`config.mk`:
```
export PLATFORM = sky130hd
export DESIGN_NAME = intr_ctrl_flat
export DESIGN_NICKNAME = d
export VERILOG_FILES = /design/src/rtl/intr_ctrl_if.sv /design/src/rtl/intr_ctrl.sv /design/src/flat_wrapper.sv
export SDC_FILE = /design/constraint.sdc
export NUM_CORES = 1
export LEC_CHECK = 0
export ABC_CLOCK_PERIOD_IN_PS = 3960
export CAP_MARGIN = 5
export CORE_ASPECT_RATIO = 0.8
export CORE_UTILIZATION = 51
export CTS_CLUSTER_DIAMETER = 40
export DETAILED_ROUTE_END_ITERATION = 12
export GPL_ROUTABILITY_DRIVEN = 0
export PLACE_DENSITY = 0.78
export SLEW_MARGIN = 5
export SYNTH_ARGS = -nofsm -noshare
export SYNTH_HDL_FRONTEND = slang
export SYNTH_SLANG_ARGS = --single-unit
```
`constraint.sdc`:
```
create_clock -name pclk -period 3.96 [get_ports pclk]
set_input_delay 0.396 -clock pclk [delete_from_list [all_inputs] [get_ports pclk]]
set_output_delay 0.396 -clock pclk [all_outputs]
set_load 0.1 [all_outputs]
```
`src/rtl/intr_ctrl_if.sv`:
```
// APB bus bundle between the CPU-side master and the interrupt controller.
interface intr_ctrl_if;
  logic       psel;
  logic       penable;
  logic       pwrite;
  logic [7:0] paddr;
  logic [7:0] pwdata;
  logic [7:0] prdata;
  logic       pready;
  logic       pslverr;

  modport master (
    output psel, penable, pwrite, paddr, pwdata,
    input  prdata, pready, pslverr
  );

  modport slave (
    input  psel, penable, pwrite, paddr, pwdata,
    output prdata, pready, pslverr
  );
endinterface

```
`src/rtl/intr_ctrl.sv`:
```
// APB-slave interrupt controller: pending latch, mask, fixed-priority encoder,
// registered CPU interrupt line and vector ID.
module intr_ctrl #(
  parameter int unsigned N_SRC   = 8,
  parameter logic [7:0]  RST_ITR = 8'hFF
) (
  input  logic             pclk,
  input  logic             presetn,
  intr_ctrl_if.slave       apb,
  input  logic [N_SRC-1:0] irq_src,
  output logic             irq,
  output logic [2:0]       irq_id
);

  // Bits at or above N_SRC are held at zero everywhere.
  localparam logic [7:0] VALID = 8'((9'd1 << N_SRC) - 9'd1);

  localparam logic [7:0] A_IER = 8'h00;
  localparam logic [7:0] A_IPR = 8'h01;
  localparam logic [7:0] A_ISR = 8'h02;
  localparam logic [7:0] A_IVR = 8'h03;
  localparam logic [7:0] A_ICR = 8'h04;
  localparam logic [7:0] A_ITR = 8'h05;

  logic [7:0] ier, ipr, itr, src_q, src_x;
  logic       gen;
  logic [7:0] act, set_v, w1c_v;
  logic       wr;
  logic [2:0] id_nxt;

  // Zero-extend the request inputs to the 8-bit register width.
  always_comb begin
    src_x = '0;
    src_x[N_SRC-1:0] = irq_src;
  end

  assign wr    = apb.psel & apb.penable & apb.pwrite;
  assign w1c_v = (wr && apb.paddr == A_IPR) ? apb.pwdata : '0;
  // Edge mode needs a fresh rise; level mode sets on every high sample.
  assign set_v = src_x & ~(itr & src_q) & VALID;
  assign act   = ipr & ier;

  // Register file, edge history and pending latch; a set beats a same-cycle W1C.
  always_ff @(posedge pclk or negedge presetn) begin
    if (!presetn) begin
      ier   <= '0;
      ipr   <= '0;
      itr   <= RST_ITR & VALID;
      gen   <= 1'b0;
      src_q <= '0;
    end else begin
      src_q <= src_x;
      ipr   <= ((ipr & ~w1c_v) | set_v) & VALID;
      if (wr) begin
        case (apb.paddr)
          A_IER:   ier <= apb.pwdata & VALID;
          A_ICR:   gen <= apb.pwdata[0];
          A_ITR:   itr <= apb.pwdata & VALID;
          default: ;
        endcase
      end
    end
  end

  // Fixed priority: scan from the top so the lowest set index is kept last.
  always_comb begin
    id_nxt = '0;
    for (int unsigned i = 8; i > 0; i--) begin
      if (act[i-1]) id_nxt = 3'(i - 1);
    end
  end

  // Registered CPU interrupt outputs.
  always_ff @(posedge pclk or negedge presetn) begin
    if (!presetn) begin
      irq    <= 1'b0;
      irq_id <= '0;
    end else begin
      irq    <= gen & (|act);
      irq_id <= id_nxt;
    end
  end

  // Combinational read mux, active whenever a read is selected.
  always_comb begin
    apb.prdata = '0;
    if (apb.psel && !apb.pwrite) begin
      case (apb.paddr)
        A_IER:   apb.prdata = ier;
        A_IPR:   apb.prdata = ipr;
        A_ISR:   apb.prdata = act;
        A_IVR:   apb.prdata = {irq, 4'b0000, irq_id};
        A_ICR:   apb.prdata = {7'b0000000, gen};
        A_ITR:   apb.prdata = itr;
        default: apb.prdata = '0;
      endcase
    end
  end

  assign apb.pready  = 1'b1;
  assign apb.pslverr = apb.psel & apb.penable & (apb.paddr > A_ITR);

endmodule
```
`src/flat_wrapper.sv`:
```
// flat-port wrapper written by rule: the top's interface ports become plain ports
module intr_ctrl_flat 
#(
  parameter int unsigned N_SRC   = 8,
  parameter logic [7:0]  RST_ITR = 8'hFF
)
  (pclk, presetn, irq_src, irq, irq_id, apb_psel, apb_penable, apb_pwrite, apb_paddr, apb_pwdata, apb_prdata, apb_pready, apb_pslverr);
  intr_ctrl_if apb_i ();
  input  logic pclk;
  input  logic presetn;
  input  logic [N_SRC-1:0] irq_src;
  output logic irq;
  output logic [2:0] irq_id;
  input wire logic [$bits(apb_i.psel)-1:0] apb_psel;
  input wire logic [$bits(apb_i.penable)-1:0] apb_penable;
  input wire logic [$bits(apb_i.pwrite)-1:0] apb_pwrite;
  input wire logic [$bits(apb_i.paddr)-1:0] apb_paddr;
  input wire logic [$bits(apb_i.pwdata)-1:0] apb_pwdata;
  output wire logic [$bits(apb_i.prdata)-1:0] apb_prdata;
  output wire logic [$bits(apb_i.pready)-1:0] apb_pready;
  output wire logic [$bits(apb_i.pslverr)-1:0] apb_pslverr;
  assign apb_i.psel = apb_psel;
  assign apb_i.penable = apb_penable;
  assign apb_i.pwrite = apb_pwrite;
  assign apb_i.paddr = apb_paddr;
  assign apb_i.pwdata = apb_pwdata;
  assign apb_prdata = apb_i.prdata;
  assign apb_pready = apb_i.pready;
  assign apb_pslverr = apb_i.pslverr;
  intr_ctrl #(.N_SRC(N_SRC), .RST_ITR(RST_ITR)) u_core (.pclk(pclk), .presetn(presetn), .apb(apb_i), .irq_src(irq_src), .irq(irq), .irq_id(irq_id));
endmodule
```
==> summary.md <==
| Metric | Value |
|---|---|
| Run status | `finished, final reports clean` |
| Setup repair after global routing missed its margin | `no` |
| Sink Count | `37` |
| Shortest period the worst path allows | `3.08 ns` |
| Drt pass-1 iters | `4` |
| Number of distinct library cells after synthesis | `39` |
| Number of setup violations in the final report | `0` |
| Switching power as a share of total power | `0.258` |
| Avg Synthesized Cell Area | `about 11 sq um` |
| Static power due to leakage | `0.985 nW` |
| Grt ovf | `0` |
| Standard cell core area | `0.00349 sq mm` |
| Starting Density | `0.541` |
| Antenna Diode Count | `0` |
| Yosys warning count | `0` |
| Share of the clock period used by the worst path | `0.778` |
| Final cell utilization of the core | `0.684` |
| Sequential cell area in the final layout | `936 sq um` |
| Post-synthesis register bit count | `37` |
| Area of the mapped netlist | `0.00189 sq mm` |
| Synth area leaders | `sky130_fd_sc_hd__dfrtp_1 (38%), sky130_fd_sc_hd__dfstp_2 (11%), sky130_fd_sc_hd__mux2_2 (8.9%), sky130_fd_sc_hd__nand2_1 (5.6%), sky130_fd_sc_hd__a22o_1 (3.7%)` |
| Setup TNS | `0 ns` |
| Number of buffers inserted by post-CTS setup repair | `0` |
| Worst-case headroom to the max-slew limit | `0.356` |
| Floorplan die area | `a little under 0.004 sq mm` |
| Highest clock frequency the design can meet | `~320 MHz` |
| Cell family contributing the most delay on the critical path | `simple AND/OR/NAND/NOR gates` |
| I/O pin total | `43` |
| Final clock skew | `between 0.004 and 0.005 ns` |
| Top cell by count, worst path | `sky130_fd_sc_hd__nor3_1` |
| DRT Wirelength | `4320 microns` |
| Number of enable-type register cells in the synthesized netlist | `0` |
| Relative contribution of sequential cells to total power | `0.527` |
| Endpoint required time on the critical path | `approximately 3.6 ns` |
| Post-CTS Hold Fix Bufs | `0` |
| Number of buffers added on ports | `just over 40` |
| Source-to-sink clock delay at the later pin of the worst-skew pair | `0.29 ns` |
| Wire length of the first global-routing pass | `7020 microns` |
| Synth-to-Final Area Change | `26.4%` |
| All-Layer GR Usage | `0.241` |
| Endpoint type of the worst setup path | `primary output` |
| Critical-path cell list | `clkdlybuf4s50_1 > or3_1 > nor3_1 > nand4b_2 > nor3_1 > buf_4` |
| NumNets Final | `roughly 240` |
| Buffers plus inverters on the worst setup path | `2` |
| Fill cell instance count of the final layout | `264` |
| Logic gate share of total power | `0.138` |
| Number of antenna violations at the first check in global routing | `0` |
| Area after DPL | `0.00231 sq mm` |
| Synth Flop Type | `sky130_fd_sc_hd__dfrtp_1` |
| Clock root buffer | `sky130_fd_sc_hd__clkbuf_8` |
| Cell at the slowest stage of the critical path | `sky130_fd_sc_hd__clkdlybuf4s50_1` |
| Syn nets | `between 150 and 200` |
| TritonCTS clock tree | `built` |
| Pin count of the biggest net entering global routing | `38` |
| Sequential cell area fraction in the yosys report | `0.495` |
| Area of all placed cells without fillers | `0.00239 sq mm` |
| Worst supply voltage drop on vdd | `~260 uV` |
| Most area-hungry cell type in the Yosys netlist | `sky130_fd_sc_hd__dfrtp_1` |
| Fin. Hold Viols | `0` |
| Register clock-pin slew on the reported worst setup and hold paths | `0.07 ns` |
| Total via count in the routed design | `1,513` |
| Vias per Instance | `5.93` |
| Cell-internal power | `between 0.0005 and 0.0006 W` |
| Number of max-slew violations in the final report | `0` |
| Max-cap violations | `0` |
| Die Ht | `between 50 and 60 microns` |
| Share of flip-flops with an asynchronous set or reset after synthesis | `1.00` |
| Number of design rule violations left after detail routing | `0` |
| Type of the setup path with the least slack | `in -> out` |
| Synthesized instance count | `169` |
| # resized after CTS | `0` |
| Maximum clock path buffer count | `2` |
| Total number of H-tree levels | `2` |
| Switching power | `between 0.00015 and 0.0002 W` |
| Count of nets left with antenna violations after detail routing | `0` |
| Via count of the first global-routing pass | `1,419` |
| Classification of the worst-slack hold path | `in -> async` |
| Fraction of post-synthesis cell area in the top cell type by area | `0.384` |
| Critical Path AT | `2.68 ns` |
| Worst Max-Slew Pin Slew | `roughly 0.96 ns` |
| Area of combinational cells with multiple inputs | `about 920 sq um` |
| Die outline width | `~70 microns` |
| Cell area power density | `~310 mW/mm^2` |
| Clock network fraction of design power | `0.335` |
| Share of cells above drive strength 1 | `0.244` |
| DRT iter0 DRCs | `roughly 150` |
| DPL Wire Length | `3110 microns` |
| Number of standard-cell rows in the floorplan | `19` |
| Routed wirelength normalized by instance count | `~17 microns` |
| CP Launch Type | `input port` |
| Number of buffers created by CTS | `5` |
| Maximum cell stage delay along the critical path | `0.48 ns` |
| Highest net fanout along the worst path | `8` |
[layer usage]
| layer | routed length, microns | vias up | track usage |
|---|---|---|---|
| met5 | 0 | - | 0 |
| met4 | 27 | 0 | 0.0943 |
| met3 | 256 | 4 | 0.0826 |
| met2 | 1990 | 61 | 0.346 |
| met1 | 2050 | 739 | 0.336 |
| li1 | - | 709 | - |
[cell type report]
| type | count | area share |
|---|---|---|
| multi-input cells | 124 | 0.384 |
| flip-flops and latches | 37 | 0.391 |
| well taps | 42 | 0.0220 |
| repair buffers | 42 | 0.165 |
| clock buffers | 6 | 0.0304 |
| clock inverters | 2 | 0.00419 |
| inverters | 2 | 0.00314 |
[kinds of logic (layout without fill, tap and decap cells)]
logic type             count (synthesis)  count (layout)  share of synthesized area
DFF                                   37              37                      0.495
muxes                                 22              22                      0.132
AOI/OAI and AO/OA                     38              38                      0.151
buffers and inverters                  8              52                     0.0205
and+or+nand+nor                       63              63                      0.200
other                                  1               1                    0.00198
[placed cells by master, fill, tap and decap left out, drive strengths merged, types with 2 or more instances in the layout]
cell / instances
o21a: 2
a31o: 3
clkinv: 2
dfstp: 8
a221oi: 2
and4: 3
a22o: 8
nand3: 4
nor3: 3
nand2: 29
a21oi: 6
dfrtp: 29
nor2: 6
clkbuf: 6
nand2b: 5
mux2: 17
nor4: 2
buf: 10
inv: 2
clkdlybuf4s50: 32
and3b: 3
a22oi: 5
a21o: 2
nor2b: 2
mux2i: 5
o21ai: 4
o22a: 3
[state kept, by name, indices dropped and copies added (netlist names)]
name	cells
u_core.itr	8
u_core.irq	1
u_core.ipr	8
u_core.src_q	8
u_core.irq_id	3
u_core.ier	8
u_core.gen	1
[worst reg2reg max path, delay by kind of cell (launching register included)]
family / cells / cell delay, ns
DFF: 1 / 0.41
and+or+nand+nor: 1 / 0.12
AOI/OAI and AO/OA: 3 / 0.54
[stage by stage]
step                hold slack [ns]  std cells  total power [W]  setup WS [ns]
floorplan                     0.100        169         0.000449          0.119
global placement              0.507        247         0.000499          0.998
detailed placement            0.504        247         0.000502          0.909
CTS                           0.522        255         0.000752          0.903
global route                  0.547        255         0.000783          0.736
finish                        0.524        255         0.000746          0.879
[final timing paths]
check / cells after the start / to / start / slack (ns)
max: 6 / apb_prdata[0] / apb_paddr[5] / 0.88
min: 2 / u_core.ier[1]$_DFFE_PN0P_ / presetn / 0.52
max reg2reg: 4 / u_core.irq_id[0]$_DFF_PN0_ / u_core.ier[6]$_DFFE_PN0P_ / 2.79
min reg2reg: 1 / u_core.irq$_DFF_PN0_ / u_core.gen$_DFFE_PN0P_ / 0.53
max in group asynchronous: 2 / u_core.itr[6]$_DFFE_PN1P_ / presetn / 3.09
min in group pclk: 1 / u_core.irq$_DFF_PN0_ / u_core.gen$_DFFE_PN0P_ / 0.53
[synthesized netlist by cell type, types with 3 or more instances]
master                     instances
sky130_fd_sc_hd__clkbuf_1          3
sky130_fd_sc_hd__nand3_1           3
sky130_fd_sc_hd__and3b_1           3
sky130_fd_sc_hd__mux2i_1           5
sky130_fd_sc_hd__nand2_1          28
sky130_fd_sc_hd__nor2_1            6
sky130_fd_sc_hd__o22a_1            3
sky130_fd_sc_hd__nand2b_1          5
sky130_fd_sc_hd__a21oi_1           6
sky130_fd_sc_hd__dfstp_2           8
sky130_fd_sc_hd__and4_1            3
sky130_fd_sc_hd__nor3_1            3
sky130_fd_sc_hd__a22o_1            8
sky130_fd_sc_hd__a22oi_1           5
sky130_fd_sc_hd__o21ai_0           4
sky130_fd_sc_hd__a31o_2            3
sky130_fd_sc_hd__dfrtp_1          29
sky130_fd_sc_hd__mux2_2           15
[power groups by stage]
stage / Clock [W] / Sequential (W) / Combinational, W
floorplan: 0 / 0.000411 / 0.0000382
global placement: 0 / 0.000399 / 0.0000998
detailed placement: 0 / 0.000399 / 0.000103
CTS: 0.000257 / 0.000392 / 0.000103
global route: 0.000280 / 0.000393 / 0.000110
finish: 0.000250 / 0.000393 / 0.000103
Note: power is estimated with default switching activity, not from simulation.
